<file path="config.mk">
export PLATFORM = sky130hd
export DESIGN_NAME = instr_fetch
export DESIGN_NICKNAME = d
export VERILOG_FILES = /design/src/rtl/instr_fetch.sv
export SDC_FILE = /design/constraint.sdc
export NUM_CORES = 1
export LEC_CHECK = 0
export BUFFER_PORTS_ARGS = -buffer_cell sky130_fd_sc_hd__buf_4
export CAP_MARGIN = 25
export CORE_MARGIN = 5
export CORE_UTILIZATION = 51
export CTS_CLUSTER_DIAMETER = 60
export DETAILED_ROUTE_END_ITERATION = 6
export GPL_ROUTABILITY_DRIVEN = 0
export GPL_TIMING_DRIVEN = 0
export PLACE_DENSITY = 0.79
export SYNTH_ARGS = -nofsm -noshare
export SYNTH_HDL_FRONTEND = slang
export SYNTH_SLANG_ARGS = --single-unit
</file>
<file path="constraint.sdc">
create_clock -name clk -period 2.4 [get_ports clk]
set_input_delay 0.12 -clock clk [delete_from_list [all_inputs] [get_ports clk]]
set_output_delay 0.12 -clock clk [all_outputs]
set_load 0.005 [all_outputs]
</file>
<file path="src/rtl/instr_fetch.sv">
// Instruction fetch stage: drives the instruction memory address from pc and registers
// the returned word toward the control unit. Handles branch redirects, stalls and halts.
module instr_fetch #(
    parameter logic [4:0] HALT_OP = 5'b11010
) (
    input  logic        clk,
    input  logic        reset,
    input  logic        start,
    input  logic        stall,
    input  logic        branch_taken,
    input  logic [7:0]  branch_target,
    input  logic        halted_in,
    output logic [7:0]  imem_addr,
    input  logic [8:0]  imem_data,
    output logic [8:0]  instruction_out,
    output logic        instr_valid,
    output logic [7:0]  pc,
    output logic        done,
    output logic [15:0] dyn_count
);

    typedef enum logic [1:0] {
        IDLE,
        RUN,
        HALT_WAIT,
        DONE
    } state_t;

    state_t      state;
    logic [8:0]  instr_p1;
    logic        vld_p1;

    function automatic logic [15:0] sat_inc16(input logic [15:0] v);
        return (v == 16'hFFFF) ? v : v + 16'd1;
    endfunction

    assign imem_addr       = pc;
    assign instruction_out = instr_p1;
    assign instr_valid     = vld_p1;

    // Stage p0 -> p1: the word at pc is captured into instr_p1 on issue
    always_ff @(posedge clk) begin
        if (reset) begin
            state     <= IDLE;
            pc        <= 8'h00;
            instr_p1  <= 9'h000;
            vld_p1    <= 1'b0;
            done      <= 1'b0;
            dyn_count <= 16'h0000;
        end else begin
            case (state)
                IDLE: begin
                    pc     <= 8'h00;
                    vld_p1 <= 1'b0;
                    done   <= 1'b0;
                    if (start) begin
                        state     <= RUN;
                        dyn_count <= 16'h0000;
                    end
                end
                RUN: begin
                    if (branch_taken) begin
                        // The word currently on imem_data is wrong-path: squash it
                        pc       <= branch_target;
                        instr_p1 <= 9'h000;
                        vld_p1   <= 1'b0;
                    end else if (!stall) begin
                        instr_p1  <= imem_data;
                        vld_p1    <= 1'b1;
                        pc        <= pc + 8'd1;
                        dyn_count <= sat_inc16(dyn_count);
                        if (imem_data[8:4] == HALT_OP) begin
                            state <= HALT_WAIT;
                        end
                    end
                end
                HALT_WAIT: begin
                    if (branch_taken) begin
                        // Halt turned out to be wrong-path; resume at the target
                        state    <= RUN;
                        pc       <= branch_target;
                        instr_p1 <= 9'h000;
                        vld_p1   <= 1'b0;
                    end else if (!stall) begin
                        vld_p1 <= 1'b0;
                        if (halted_in) begin
                            state <= DONE;
                            done  <= 1'b1;
                        end
                    end
                end
                DONE: begin
                    vld_p1 <= 1'b0;
                    done   <= 1'b1;
                    if (start) begin
                        state     <= RUN;
                        pc        <= 8'h00;
                        dyn_count <= 16'h0000;
                        done      <= 1'b0;
                    end
                end
                default: begin
                    state <= IDLE;
                end
            endcase
        end
    end

endmodule

</file>
# ---- Yosys cells after proc, flatten, opt, wreduce, memory -nomap -nowiden
# Cells that the tools add are included.
dict set report classes {
  add_sub_neg 2
  mul 0
  n_div 0
  order_cmp 0
  eq_ne 18
  n_shift 0
  n_mux 32
  bitwise_logic 0
  reduce_logical 11
}
# operator n
set op_table {}
lappend op_table {{$mux W16} 4}
lappend op_table {{$mux W8} 4}
lappend op_table {{$pmux W16 S2} 1}
lappend op_table {{$pmux W8 S4} 1}
lappend op_table {{$mux W9} 3}
lappend op_table {{$ne A2 B2 Y1 const B} 9}
lappend op_table {{$pmux W9 S2} 1}
lappend op_table {{$add A16 B1 Y16 const B} 1}
lappend op_table {{$eq A16 B16 Y1 const B} 1}
lappend op_table {{$mux W2} 7}
lappend op_table {{$ne A3 B3 Y1 const B} 3}
lappend op_table {{$add A8 B1 Y8 const B} 1}
lappend op_table {{$mux W1} 8}
lappend op_table {{$pmux W1 S3} 2}
lappend op_table {{$pmux W2 S3} 1}
lappend op_table {{$reduce_and A3 Y1} 2}
lappend op_table {{$reduce_and A6 Y1} 1}
lappend op_table {{$eq A5 B5 Y1 const B} 1}
lappend op_table {{$reduce_and A5 Y1} 1}
lappend op_table {{$eq A2 B2 Y1 const B} 2}
lappend op_table {{$reduce_and A4 Y1} 1}
lappend op_table {{$reduce_bool A2 Y1} 2}
lappend op_table {{$reduce_bool A3 Y1} 1}
lappend op_table {{$eq A2 B1 Y1 const B} 1}
lappend op_table {{other kinds (4)} 4}
dict set report totals {
  ff_bits 37
  latch_bits 0
  ramBits 0
  romBits 0
  out_inout_bits 43
  elab_cells 69
  mem_count 0
}

# ---- Longest topological paths before layout
dict set report depth {
  depth_word 5
  depth_mapped 9
  mapped_depth_nobuf 7
}

# ---- Worst setup path before layout
# No wires, ideal clock.
dict set report synth_timing {
  kind {flip-flop to flip-flop}
  startpoint {reg state[0]}
  endpoint {reg dyn_count[14]}
  arrival_ns 1.819
  path_slack_ns 0.459
  path_stages_with_launch 8
  synth_period_minus_slack_ns 1.941
  cell_sequence {dfxtp_1 -> inv_1 -> ha_1 -> nor2b_1 -> nor3_4 -> a21boi_2 -> nor2_1 -> a221o_1}
}
dict set report synth_between {
  elab_chain_len 4
  elab_cells_between_ends 11
}
# item line
set synth_lines {}
lappend synth_lines {{start, declared} 29} ;# state_t state;
lappend synth_lines {{start signal, assigned} 44} ;# state <= IDLE;
lappend synth_lines {{start signal, assigned} 57} ;# state <= RUN;
lappend synth_lines {{start signal, assigned} 73} ;# state <= HALT_WAIT;
lappend synth_lines {{$eq A2 B2 Y1 / $logic_not A2 Y1 (equally long branches)} 51} ;# case (state)
lappend synth_lines {{$reduce_or A2 Y1 (no line)} --}
lappend synth_lines {{$ne A2 B1 Y1 (no line) / $reduce_bool A2 Y1 (equally long branches)} --}
lappend synth_lines {{$reduce_and A5 Y1 (no line)} --}
lappend synth_lines {{end signal, assigned} 71} ;# dyn_count <= sat_inc16(dyn_count);
lappend synth_lines {{end, declared} 19} ;# output logic [15:0] dyn_count
# Several ways; a longest one is shown, not always the timed one.
# A chain may end at the register's enable or synchronous reset.

# ---- Worst setup path after layout
# Same ends and word-level chain as after synthesis.

==> impl_metrics.sql <==
INSERT INTO impl_metrics (metric_group, metric, value, unit) VALUES
('outcome', 'outcome', 'finished, final reports clean', ''),
('sta', 'skew', '0.00726', 'ns'),
('grt', 'antenna_found_initial', '0', ''),
('synthesis', 'synth_enable_flop_cells', '0', ''),
('power', 'clock_power_share', '21.1', '%'),
('cts', 'postCtsSetupRepairBufs', '0', ''),
('sta', 'setup_violations', '0', ''),
('placed_design', 'dpl.cell_count', '391', ''),
('setup_path', 'endpoint_kind', 'flop', ''),
('cts', 'cts.root.buffer_cell', 'clkbuf_8', ''),
('layout', 'non_filler_instances', '399', ''),
('floorplanning', 'chipHeight', '75.7', 'um'),
('sta', 'whs', '0.0828', 'ns'),
('synthesis', 'synth_sequential_area_ratio', '33.6', '%'),
('drt', 'first_pass_iters', '4', ''),
('sta', 'hold_violations', '0', ''),
('job', 'max-cap-violations', '0', ''),
('cts', 'ctsResizeCount', '0', ''),
('placed_design', 'io_buffers', '64', ''),
('synthesis', 'post_synth.cell_area_avg', '7.95', 'um2'),
('cts', 'tritoncts', 'yes', ''),
('setup_path', 'critical_path_peak_fanout', '7', ''),
('synthesis', 'synth_top_area_cell', 'dfxtp_1', ''),
('synthesis', 'fraction_of_post_synthesis_cell_area_in_the_top_cell_type_by_area', '33.6', '%'),
('grt', 'number_of_global_route_vias_before_repair', '2070', ''),
('layout', 'drive_above_1_share', '28.4', '%'),
('floorplanning', 'die_w', '75.7', 'um'),
('sta', 'fin_tns_setup', '0', 'ns'),
('sta', 'slew_headroom', '47.0', '%'),
('layout', 'area_occupied_by_multi_input_gates', '0.00131', 'mm2'),
('setup_path', 'reg2reg_to', 'dyn_count[14]$_SDFFE_PP0P_', ''),
('layout', 'num_antenna_cells', '0', ''),
('cts', 'clock_path_buffers', '2', ''),
('floorplanning', 'start_util', '53.9', '%'),
('cts', 'total_clock_buffers_created_by_cts', '5', ''),
('drt', 'drt_first_iter_violations', '257', ''),
('setup_path', 'regToRegSetupSlack', '0.15', 'ns'),
('sta', 'drv_slew', '0', ''),
('layout', 'area.sequential', '741', 'um2'),
('sta', 'post-route-period-util', '93.9', '%'),
('floorplanning', 'core-area', '0.00409', 'mm2'),
('power', 'share_seq_of_total_power', '28.3', '%'),
('drt', 'remaining_drc_errors', '0', ''),
('hold_path', 'hold_path_depth', '3', ''),
('power', 'power_leakage', '1.17', 'nW'),
('power', 'p_sw', '0.00112', 'W'),
('grt', 'grt_first_pass_wirelength', '9.92', 'mm'),
('grt', 'largest_net_degree_at_the_start_of_global_routing', '12', ''),
('power', 'switching_share', '41.4', '%'),
('synthesis', 'synth-seq-cells', '37', ''),
('hold_path', 'whs_endpoint', 'instruction_out[3]$_SDFFE_PP0P_', ''),
('synthesis', 'synth-main-ff-cell', 'dfxtp_1', ''),
('floorplanning', 'i_o_pin_count', '66', ''),
('drt', 'postRouteAntennaNets', '0', ''),
('layout', 'num-fill-cells', '349', ''),
('layout', 'area_added_between_synthesis_and_finish', '29.9', '%'),
('sta', 'tightestPinTransition', '0.788', 'ns'),
('floorplanning', 'die_area', '0.00573', 'mm2'),
('setup_path', 'worst_r2r_startpoint', 'state[0]$_SDFFE_PP0P_', ''),
('setup_path', 'critical_path_arrival', '2.44', 'ns'),
('power', 'power.internal', '0.00159', 'W'),
('power', 'p_per_area', '946', 'mW/mm2'),
('power', 'peakVddDrop', '0.000550', 'V'),
('setup_path', 'worstPathRequired', '2.58', 'ns'),
('synthesis', 'mappedNetlistNets', '306', ''),
('cts', 'clock_sink_count', '37', ''),
('drt', 'route.detailed.wl_per_inst', '15.6', 'um'),
('synthesis', 'cell_count_after_synthesis', '277', ''),
('drt', 'finalWirelength', '6.24', 'mm'),
('cts', 'worst_setup_hold_path_clk_slew', '0.08', 'ns'),
('hold_path', 'min_from', 'imem_data[3]', '');
[cells by family after synthesis]
family | Yosys count | share of synthesized area [%]
flip-flops | 37 | 33.6
AND/OR/NAND/NOR | 115 | 26.4
AO/OA/AOI/OAI | 80 | 24.8
buffers and inverters | 28 | 6.76
XOR/XNOR | 5 | 1.99
adder cells (fa/ha/maj) | 6 | 3.41
multiplexers | 6 | 2.95
[cells in the final DEF, fill, tap and decap left out, types with 4 or more instances in the layout]
cell / Yosys / layout
a21oi_1: 24 / 24
a31oi_1: 5 / 5
and3_1: 4 / 4
buf_2: 5 / 5
buf_4: 8 / 72
clkbuf_1: 9 / 10
clkbuf_8: 0 / 6
dfxtp_1: 37 / 37
ha_1: 6 / 6
inv_1: 4 / 4
mux2_2: 4 / 4
nand2_1: 27 / 27
nand3_1: 21 / 21
nand3b_1: 4 / 4
nand4_1: 6 / 6
nor2_1: 27 / 27
nor3_1: 8 / 8
o211ai_1: 7 / 7
o21ai_0: 13 / 13
o22ai_1: 6 / 6
[worst max-delay path, stage by stage, from the launching register on]
cell and delay (ns):
dfxtp_1 0.40, inv_1 0.09, ha_1 0.37, nor2b_1 0.20, nor3_4 0.36, a21boi_2 0.27, nor2_1 0.10, a221o_1 0.35
[how the worst max path moves through the flow]
stage / start / endpoint
2_1_floorplan: state[0]$_SDFFE_PP0P_ / dyn_count[14]$_SDFFE_PP0P_
3_3_place_gp: state[0]$_SDFFE_PP0P_ / dyn_count[14]$_SDFFE_PP0P_
3_5_place_dp: state[0]$_SDFFE_PP0P_ / dyn_count[14]$_SDFFE_PP0P_
4_1_cts: state[0]$_SDFFE_PP0P_ / dyn_count[14]$_SDFFE_PP0P_
5_1_grt: state[0]$_SDFFE_PP0P_ / dyn_count[14]$_SDFFE_PP0P_
6_report: state[0]$_SDFFE_PP0P_ / dyn_count[14]$_SDFFE_PP0P_
[cell type report]
class | count | area share (%)
multi-input cells | 212 | 45.9
repair buffers | 64 | 16.8
inverters | 4 | 0.525
well taps | 50 | 2.19
clock buffers | 7 | 3.02
clock inverters | 1 | 1.05
flip-flops and latches | 37 | 25.9
plain buffers | 24 | 4.68
[flip-flops by register name, indices dropped and copies added (netlist names)]
register	cells
state	2
dyn_count	16
instr_valid	1
done	1
imem_addr	8
instruction_out	9
[power by group through the flow]
stage	Sequential, W	Combinational, W	Clock, W
global placement	0.000775	0.00132	0
global route	0.000779	0.00151	0.000599
finish	0.000767	0.00137	0.000571
detailed placement	0.000779	0.00134	0
floorplan	0.000769	0.000955	0
CTS	0.000765	0.00135	0.000579
[through the flow]
step / area (um2) / util (%) / worst slack [ns] / power [W]
finish: 2860 / 70.0 / 0.147 / 0.00271
global route: 2860 / 70.0 / 0.0548 / 0.00289
global placement: 2750 / 67.2 / 0.222 / 0.00210
CTS: 2860 / 70.0 / 0.183 / 0.00269
floorplan: 2200 / - / 0.459 / 0.00172
detailed placement: 2750 / 67.2 / 0.201 / 0.00212
[per-layer routing]
metal | vias to the layer above | global-route usage (%) | wire length (um) | share of wire [%]
met3 | 4 | 5.28 | 527 | 8.4
met4 | 0 | 6.21 | 57 | 0.91
met2 | 91 | 34.1 | 2920 | 47
met1 | 1126 | 31.1 | 2730 | 44
li1 | 1151 | - | - | -
met5 | - | 0 | 0 | 0
[cell usage after synthesis, types with 2 or more instances]
master / number
clkbuf_1: 9
o21ai_1: 2
o31ai_1: 2
buf_4: 8
nand4_1: 6
and3_1: 4
nor3_1: 8
or3_1: 2
a22o_1: 2
and2_1: 2
nand3b_1: 4
mux2i_1: 2
a211oi_1: 2
buf_2: 5
o31ai_2: 2
o21ai_0: 13
nand2b_1: 3
nand2_1: 27
xor2_1: 3
inv_1: 4
a31oi_1: 5
nor3b_1: 2
a32o_1: 3
o22ai_1: 6
nand3_1: 21
o211ai_1: 7
ha_1: 6
and4_1: 2
xnor2_1: 2
a21oi_1: 24
nor2_1: 27
dfxtp_1: 37
mux2_2: 4
Power figures use the tool's default switching activity.
